--- src/rtl/id_ex_operand_stage.sv ---
// id_ex_operand_stage: decode-to-execute pipeline register with execute-stage operand forwarding
// Ports: clk/reset (sync, active-high); stall_e/flush_e from the hazard unit; d_* decoded fields in;
// forward_a/forward_b selects (01 = writeback result, 10 = memory ALU result, 00/11 = register data);
// e_* registered fields out; e_src_a/e_src_b forwarded operands; e_is_load for load-use detection;
// fwd_illegal sticky flag for select 2'b11 on a valid instruction, built only with ID_EX_FWD_CHECK_EN.
module id_ex_operand_stage #(
  parameter int XLEN = 32,
  parameter int REG_ADDR_W = 5
) (
  input  logic                  clk,
  input  logic                  reset,
  input  logic                  stall_e,
  input  logic                  flush_e,
  input  logic                  d_valid,
  input  logic [XLEN-1:0]       d_rd1,
  input  logic [XLEN-1:0]       d_rd2,
  input  logic [REG_ADDR_W-1:0] d_rs1,
  input  logic [REG_ADDR_W-1:0] d_rs2,
  input  logic [REG_ADDR_W-1:0] d_rd,
  input  logic [XLEN-1:0]       d_imm,
  input  logic [XLEN-1:0]       d_pc,
  input  logic                  d_reg_write,
  input  logic                  d_mem_write,
  input  logic                  d_branch,
  input  logic                  d_jump,
  input  logic [1:0]            d_result_src,
  input  logic [1:0]            forward_a,
  input  logic [1:0]            forward_b,
  input  logic [XLEN-1:0]       m_alu_result,
  input  logic [XLEN-1:0]       w_result,
  output logic                  e_valid,
  output logic                  e_reg_write,
  output logic                  e_mem_write,
  output logic                  e_branch,
  output logic                  e_jump,
  output logic [1:0]            e_result_src,
  output logic                  e_is_load,
  output logic [REG_ADDR_W-1:0] e_rs1,
  output logic [REG_ADDR_W-1:0] e_rs2,
  output logic [REG_ADDR_W-1:0] e_rd,
  output logic [XLEN-1:0]       e_imm,
  output logic [XLEN-1:0]       e_pc,
  output logic [XLEN-1:0]       e_src_a,
  output logic [XLEN-1:0]       e_src_b,
  output logic                  fwd_illegal
);
  localparam logic [1:0] FWD_WB = 2'b01;
  localparam logic [1:0] FWD_MEM = 2'b10;
  logic [XLEN-1:0] op_a_q, op_b_q;
  logic bubble;
  assign bubble = reset || flush_e || (!stall_e && !d_valid);
  // x0 never receives forwarded data; 2'b11 falls through to register data
  always_comb begin
    e_src_a = (e_rs1 == '0) ? op_a_q : (forward_a == FWD_WB) ? w_result :
              (forward_a == FWD_MEM) ? m_alu_result : op_a_q;
    e_src_b = (e_rs2 == '0) ? op_b_q : (forward_b == FWD_WB) ? w_result :
              (forward_b == FWD_MEM) ? m_alu_result : op_b_q;
  end
  assign e_is_load = e_valid && (e_result_src == 2'b01);
  always_ff @(posedge clk) begin
    if (bubble) begin
      e_valid      <= 1'b0;
      e_reg_write  <= 1'b0;
      e_mem_write  <= 1'b0;
      e_branch     <= 1'b0;
      e_jump       <= 1'b0;
      e_result_src <= '0;
      e_rs1        <= '0;
      e_rs2        <= '0;
      e_rd         <= '0;
      e_imm        <= '0;
      e_pc         <= '0;
      op_a_q       <= '0;
      op_b_q       <= '0;
    end else if (stall_e) begin
      // freeze whatever is being forwarded now so it survives the producer retiring
      op_a_q <= e_src_a;
      op_b_q <= e_src_b;
    end else begin
      e_valid      <= 1'b1;
      e_reg_write  <= d_reg_write;
      e_mem_write  <= d_mem_write;
      e_branch     <= d_branch;
      e_jump       <= d_jump;
      e_result_src <= d_result_src;
      e_rs1        <= d_rs1;
      e_rs2        <= d_rs2;
      e_rd         <= d_rd;
      e_imm        <= d_imm;
      e_pc         <= d_pc;
      op_a_q       <= d_rd1;
      op_b_q       <= d_rd2;
    end
  end
`ifdef ID_EX_FWD_CHECK_EN
  logic illegal_sel;
  assign illegal_sel = e_valid && (forward_a == 2'b11 || forward_b == 2'b11);
  always_ff @(posedge clk) begin
    if (reset) fwd_illegal <= 1'b0;
    else if (illegal_sel) fwd_illegal <= 1'b1;
  end
  always_ff @(posedge clk) begin
    if (!reset && illegal_sel) $error("illegal forward select a=%b b=%b", forward_a, forward_b);
  end
`else
  assign fwd_illegal = 1'b0;
`endif
endmodule

--- config.mk ---
export PLATFORM = sky130hd
export DESIGN_NAME = id_ex_operand_stage
export DESIGN_NICKNAME = d
export VERILOG_FILES = /design/src/rtl/id_ex_operand_stage.sv
export SDC_FILE = /design/constraint.sdc
export NUM_CORES = 1
export LEC_CHECK = 0
export ABC_AREA = 1
export CAP_MARGIN = 10
export CORE_MARGIN = 5
export CORE_UTILIZATION = 43
export CTS_BUF_LIST = sky130_fd_sc_hd__clkbuf_4 sky130_fd_sc_hd__clkbuf_8
export CTS_CLUSTER_SIZE = 12
export DETAILED_ROUTE_END_ITERATION = 8
export PLACE_DENSITY = 0.83
export SYNTH_ARGS = -nofsm -noshare
export SYNTH_HDL_FRONTEND = slang
export SYNTH_SLANG_ARGS = --single-unit
--- constraint.sdc ---
create_clock -name clk -period 1.53 [get_ports clk]
set_input_delay 0.2295 -clock clk [delete_from_list [all_inputs] [get_ports clk]]
set_output_delay 0.2295 -clock clk [all_outputs]
set_load 0.02 [all_outputs]
== Yosys cells after proc, flatten, opt, wreduce, memory -nomap -nowiden ==
Index checks and enable logic that the tools add are counted.

* Bits in writable memories: 0
* Bits of input ports: 222
* Output and inout port bits: 152
* Latch bits: 0
* Register bits: 150
* ROM bits: 0
* Memories kept: 0
* Logic and storage cells: 34

* Shift operators: 0
* Multiplexer cells: 8
* Add/subtract/negate cells: 0
* Reduce and logical (&&, ||, !) cells: 8
* Order comparisons: 0
* Bitwise gates (word level): 0
* Divide/modulo/power cells: 0
* $mul: 0
* Equal/unequal tests: 5

{| class="wikitable"
|+ Operators by type and width
! kind !! count
|-
| $mux W32 || 8
|-
| $logic_not A5 Y1 || 2
|-
| $eq A2 B1 Y1 const B || 3
|-
| $eq A2 B2 Y1 const B || 2
|-
| $logic_and A1 B1 Y1 || 2
|-
| $logic_not A1 Y1 || 2
|-
| $logic_or A1 B1 Y1 || 2
|}

== Logic depth before layout (Yosys ltp) ==
* Word-level depth: 5
* Gate-level depth with buffers: 9
* Gate-level depth less buffers: 8

== Worst setup path after synthesis ==
OpenSTA, ideal clock, no wires.

* Kind: reg2out
* Start: register e_rs1[1]
* End: output port e_src_a[0]
* Stages on the path, launching flop included: 8
* Data required time: 1.300 ns
* Arrival time: 1.138 ns
* Buffers on the path: 1
* Setup slack: 0.162 ns
* Path through: dfxtp_1 > nor2_1 > nand3_2 > nand2_2 > buf_4 > nand2_1 > nand2_1 > inv_1

* Word-level cells in the longest chain between the ends: 2

{| class="wikitable"
|+ RTL lines
! element !! RTL line !! RTL
|-
| start: declaration || 38 || <nowiki>output logic [REG_ADDR_W-1:0] e_rs1,</nowiki>
|-
| start signal: assignment || 86 || <nowiki>e_rs1 <= d_rs1;</nowiki>
|-
| $logic_not A5 Y1 || 54 || <nowiki>e_src_a = (e_rs1 == '0) ? op_a_q : (forward_a == FWD_WB) ? w_result :</nowiki>
|-
| $mux W32 || 54 ||
|-
| end: declaration || 43 || <nowiki>output logic [XLEN-1:0] e_src_a,</nowiki>
|}

Every way passes these cells.

== Worst setup path after layout ==
* Start: register e_rs2[4]
* End: output port e_src_b[25]

* Word-level cells in the longest chain between the ends: 2

{| class="wikitable"
|+ RTL lines
! element !! RTL line !! RTL
|-
| start: declaration || 39 || <nowiki>output logic [REG_ADDR_W-1:0] e_rs2,</nowiki>
|-
| start signal: assignment || 87 || <nowiki>e_rs2 <= d_rs2;</nowiki>
|-
| $logic_not A5 Y1 || 56 || <nowiki>e_src_b = (e_rs2 == '0) ? op_b_q : (forward_b == FWD_WB) ? w_result :</nowiki>
|-
| $mux W32 || 56 ||
|-
| end: declaration || 44 || <nowiki>output logic [XLEN-1:0] e_src_b,</nowiki>
|}

Every way passes these cells.

==> results.json <==
{
  "wirelength_mm": 36.5,
  "diodes": 0,
  "final.setup.worst_slack_ns": -0.463,
  "rows": 50,
  "ys_types": 23,
  "violations": "negative setup slack",
  "clock_skew_ns": 0.0159,
  "drtIter0Drc": 569,
  "power-per-cell-area_mw_per_mm2": 752,
  "max_freq_ghz": 0.502,
  "antenna_found_initial": 0,
  "ctsHtreeMaxLevel": 4,
  "drive_gt1_share_pct": 39.3,
  "postSynthAreaPerCell_sq_um": 6.79,
  "drv_slew": 0,
  "cts_buffers": 17,
  "synth_area_sq_mm": 0.00826,
  "nets": 1950,
  "fill_cells": 1183,
  "ant_nets": 0,
  "overflow": 0,
  "cp_common_cell": "nand2_2",
  "grt_usage_pct": 29.9,
  "whs_ns": 0.275,
  "clock_latency_ns": 0.46,
  "initial_core_util_pct": 43.9,
  "period_needed_ns": 1.99,
  "rsz0062_at_grt": "yes",
  "syn2layout_area_growth_pct": 80.3,
  "fin_setup_tns_ns": -29.50,
  "viasPerCell": 4.92,
  "ys_seq_area_share_pct": 36.4,
  "wire_per_inst_um": 18.2,
  "whs_path_depth": 4,
  "grt_max_degree": 41,
  "dp_slack_ns": -0.822,
  "yosys_warnings": 0,
  "critPathKind": "flip-flop to primary output",
  "cap_violations": 0,
  "final_util_pct": 79.1,
  "rr_worst_depth": 12,
  "cts_tree": "yes",
  "path_cells": "nor2_4 -> nand3_4 -> buf_12 -> nand2_8 -> nand2_2 -> nand2_2 -> inv_1 -> buf_4",
  "hpwlAfterDp_mm": 23.0,
  "port_buffers": 372,
  "grt_pass1_vias": 9918,
  "ys_ff_latch": 150,
  "critical_path.startpoint_type": "flip-flop",
  "hold_viol": 0,
  "io_pins": 374,
  "hp-class": "input pin to flip-flop",
  "gp_congestion": 0.910,
  "leakagePower_nw": 7.23,
  "cts_buffer_depth": 2,
  "vdd_drop_max_uv": 559,
  "endpoint_kind": "primary output",
  "arrival_ns": 1.76,
  "syn_nets": 1438,
  "status": "finished with violations",
  "drt_first_pass_iters": 5,
  "crit_buf_inv": 3,
  "setup_violations": 79,
  "grt_pass1_wl_mm": 51.9,
  "core_sq_mm": 0.0188,
  "drc": 0,
  "die_w_um": 149,
  "crit_fanout": 8,
  "crit_path_max_incr_delay_ns": 0.34,
  "clkSlewWorstSetupHoldPaths_ns": 0.09,
  "chipHeight_um": 149,
  "cp.depth": 8,
  "netlist_instances": 1216,
  "fin_crit_sh_pct": 130,
  "crit_family": "simple AND/OR/NAND/NOR gates",
  "vias": 9839,
  "clock_sinks": 150,
  "cp.required_ns": 1.30,
  "crit_slowest_cell": "dfxtp_2",
  "die-area_sq_mm": 0.0221,
  "cts_root_buf": "clkbuf_8",
  "power_mw": 11.2
}
-- final timing paths --
path | start | to | slack (ns)
worst max register to register | e_rs2[4] | op_b_q[20] | -0.42
worst min-delay path | stall_e | e_rs2[2] | 0.28
worst min register to register | e_rd[1] | e_rd[1] | 0.46
worst max-delay path | e_rs2[4] | e_src_b[25] | -0.46
-- synth_stat cells --
library cell  instances  share of area [%]
a21oi_1              48                2.9
a21oi_2             101                 11
buf_12                5                1.2
buf_2                39                2.4
buf_4                 8               0.73
buf_6                20                2.7
buf_8                 2               0.36
clkinv_2              1              0.061
conb_1                1              0.045
dfxtp_1             150                 36
inv_1               198                9.0
inv_2                 2              0.091
inv_4                 1              0.076
nand2_1             559                 25
nand2_2               3               0.23
nand2_4               1               0.14
nand3_2               2               0.24
nor2_1                8               0.36
nor2_2                1              0.076
nor2_4                1               0.14
o21a_4                1               0.18
o21ai_0               4               0.24
o21ai_2              60                6.4
-- routing by layer --
metal / share of wire (%) / track usage [%] / wire (um)
met2: 51 / 54.9 / 18600
met1: 34 / 30.7 / 12500
met3: 9.0 / 8.96 / 3280
met5: 0 / 0 / 0
met4: 5.9 / 14.5 / 2140
-- power breakdown --
part	switching (mW)	leakage, nW	total (mW)	internal (mW)
Combinational	1.98	5.80	3.94	1.96
Clock	1.88	0.205	3.17	1.29
Sequential	0.0549	1.23	4.09	4.04
-- state kept, by name, indices dropped and copies added (netlist names) --
| name | cells |
|---|---|
| e_branch | 1 |
| e_imm | 32 |
| e_jump | 1 |
| e_mem_write | 1 |
| e_pc | 32 |
| e_rd | 5 |
| e_reg_write | 1 |
| e_result_src | 2 |
| e_rs1 | 5 |
| e_rs2 | 5 |
| e_valid | 1 |
| op_a_q | 32 |
| op_b_q | 32 |
-- placed cells by master, fill, tap and decap left out, types with 2 or more instances in the layout --
| master | synthesis | final |
|---|---|---|
| nand3_4 | 0 | 2 |
| clkdlybuf4s50_1 | 0 | 216 |
| buf_6 | 20 | 69 |
| inv_2 | 2 | 57 |
| clkbuf_2 | 0 | 3 |
| o21ai_0 | 4 | 4 |
| buf_2 | 39 | 2 |
| nand2_1 | 559 | 419 |
| o21ai_2 | 60 | 60 |
| a21oi_1 | 48 | 47 |
| inv_8 | 0 | 7 |
| buf_16 | 0 | 3 |
| clkdlybuf4s15_1 | 0 | 3 |
| dlygate4sd2_1 | 0 | 82 |
| nor2_4 | 1 | 6 |
| clkdlybuf4s15_2 | 0 | 2 |
| clkbuf_8 | 0 | 18 |
| dfxtp_2 | 0 | 10 |
| nand2_8 | 0 | 5 |
| inv_6 | 0 | 5 |
| nand2_2 | 3 | 58 |
| dfxtp_1 | 150 | 140 |
| a21oi_2 | 101 | 102 |
| nand2_4 | 1 | 84 |
| inv_1 | 198 | 141 |
| inv_4 | 1 | 3 |
| buf_4 | 8 | 151 |
| buf_12 | 5 | 25 |
| nor2_1 | 8 | 4 |
| buf_8 | 2 | 6 |
-- logic make-up (layout without fill, tap and decap cells) --
family	after synthesis	count (layout)	synth area share (%)
buffers and inverters	276	798	16.6
DFF	150	150	36.4
AOI/OAI and AO/OA	214	214	20.4
other	1	1	0.0454
and+or+nand+nor	575	578	26.6
-- worst register-to-register path, cell delays in order, from the launching register on --
cell,delay [ns]
dfxtp_2,0.34
nor2_4,0.13
nand3_4,0.14
buf_8,0.21
nand2_1,0.14
nand2_2,0.08
buf_4,0.14
buf_4,0.12
buf_4,0.12
buf_4,0.13
buf_4,0.12
buf_4,0.12
a21oi_2,0.10
-- stage by stage --
step | std cells | area, sq um
after floorplan | 1216 | 8260
after global placement | 1866 | 12600
after detailed placement | 1866 | 12600
after CTS | 1993 | 14300
after global routing | 2001 | 14900
final | 2001 | 14900
-- area by class of cell --
class                           instances  area [sq um]  share of cell area (%)
Clock buffer                           18           248                    1.66
Inverter                              202           767                    5.15
Timing Repair Buffer                  564          5600                    37.6
Clock inverter                         14           148                   0.991
Tap cell                              260           325                    2.18
Multi-Input combinational cell        793          4790                    32.2
Sequential cell                       150          3020                    20.2
-- what timing repair did --
action,4_1_cts,5_1_grt
buffers inserted,87,24
setup endpoints to repair,153,86
hold endpoints to repair,0,0
resized for setup,670,157
hold buffers,0,0
pin swaps,69,79
gates cloned,8,1
Note: power is estimated with default switching activity, not from simulation.
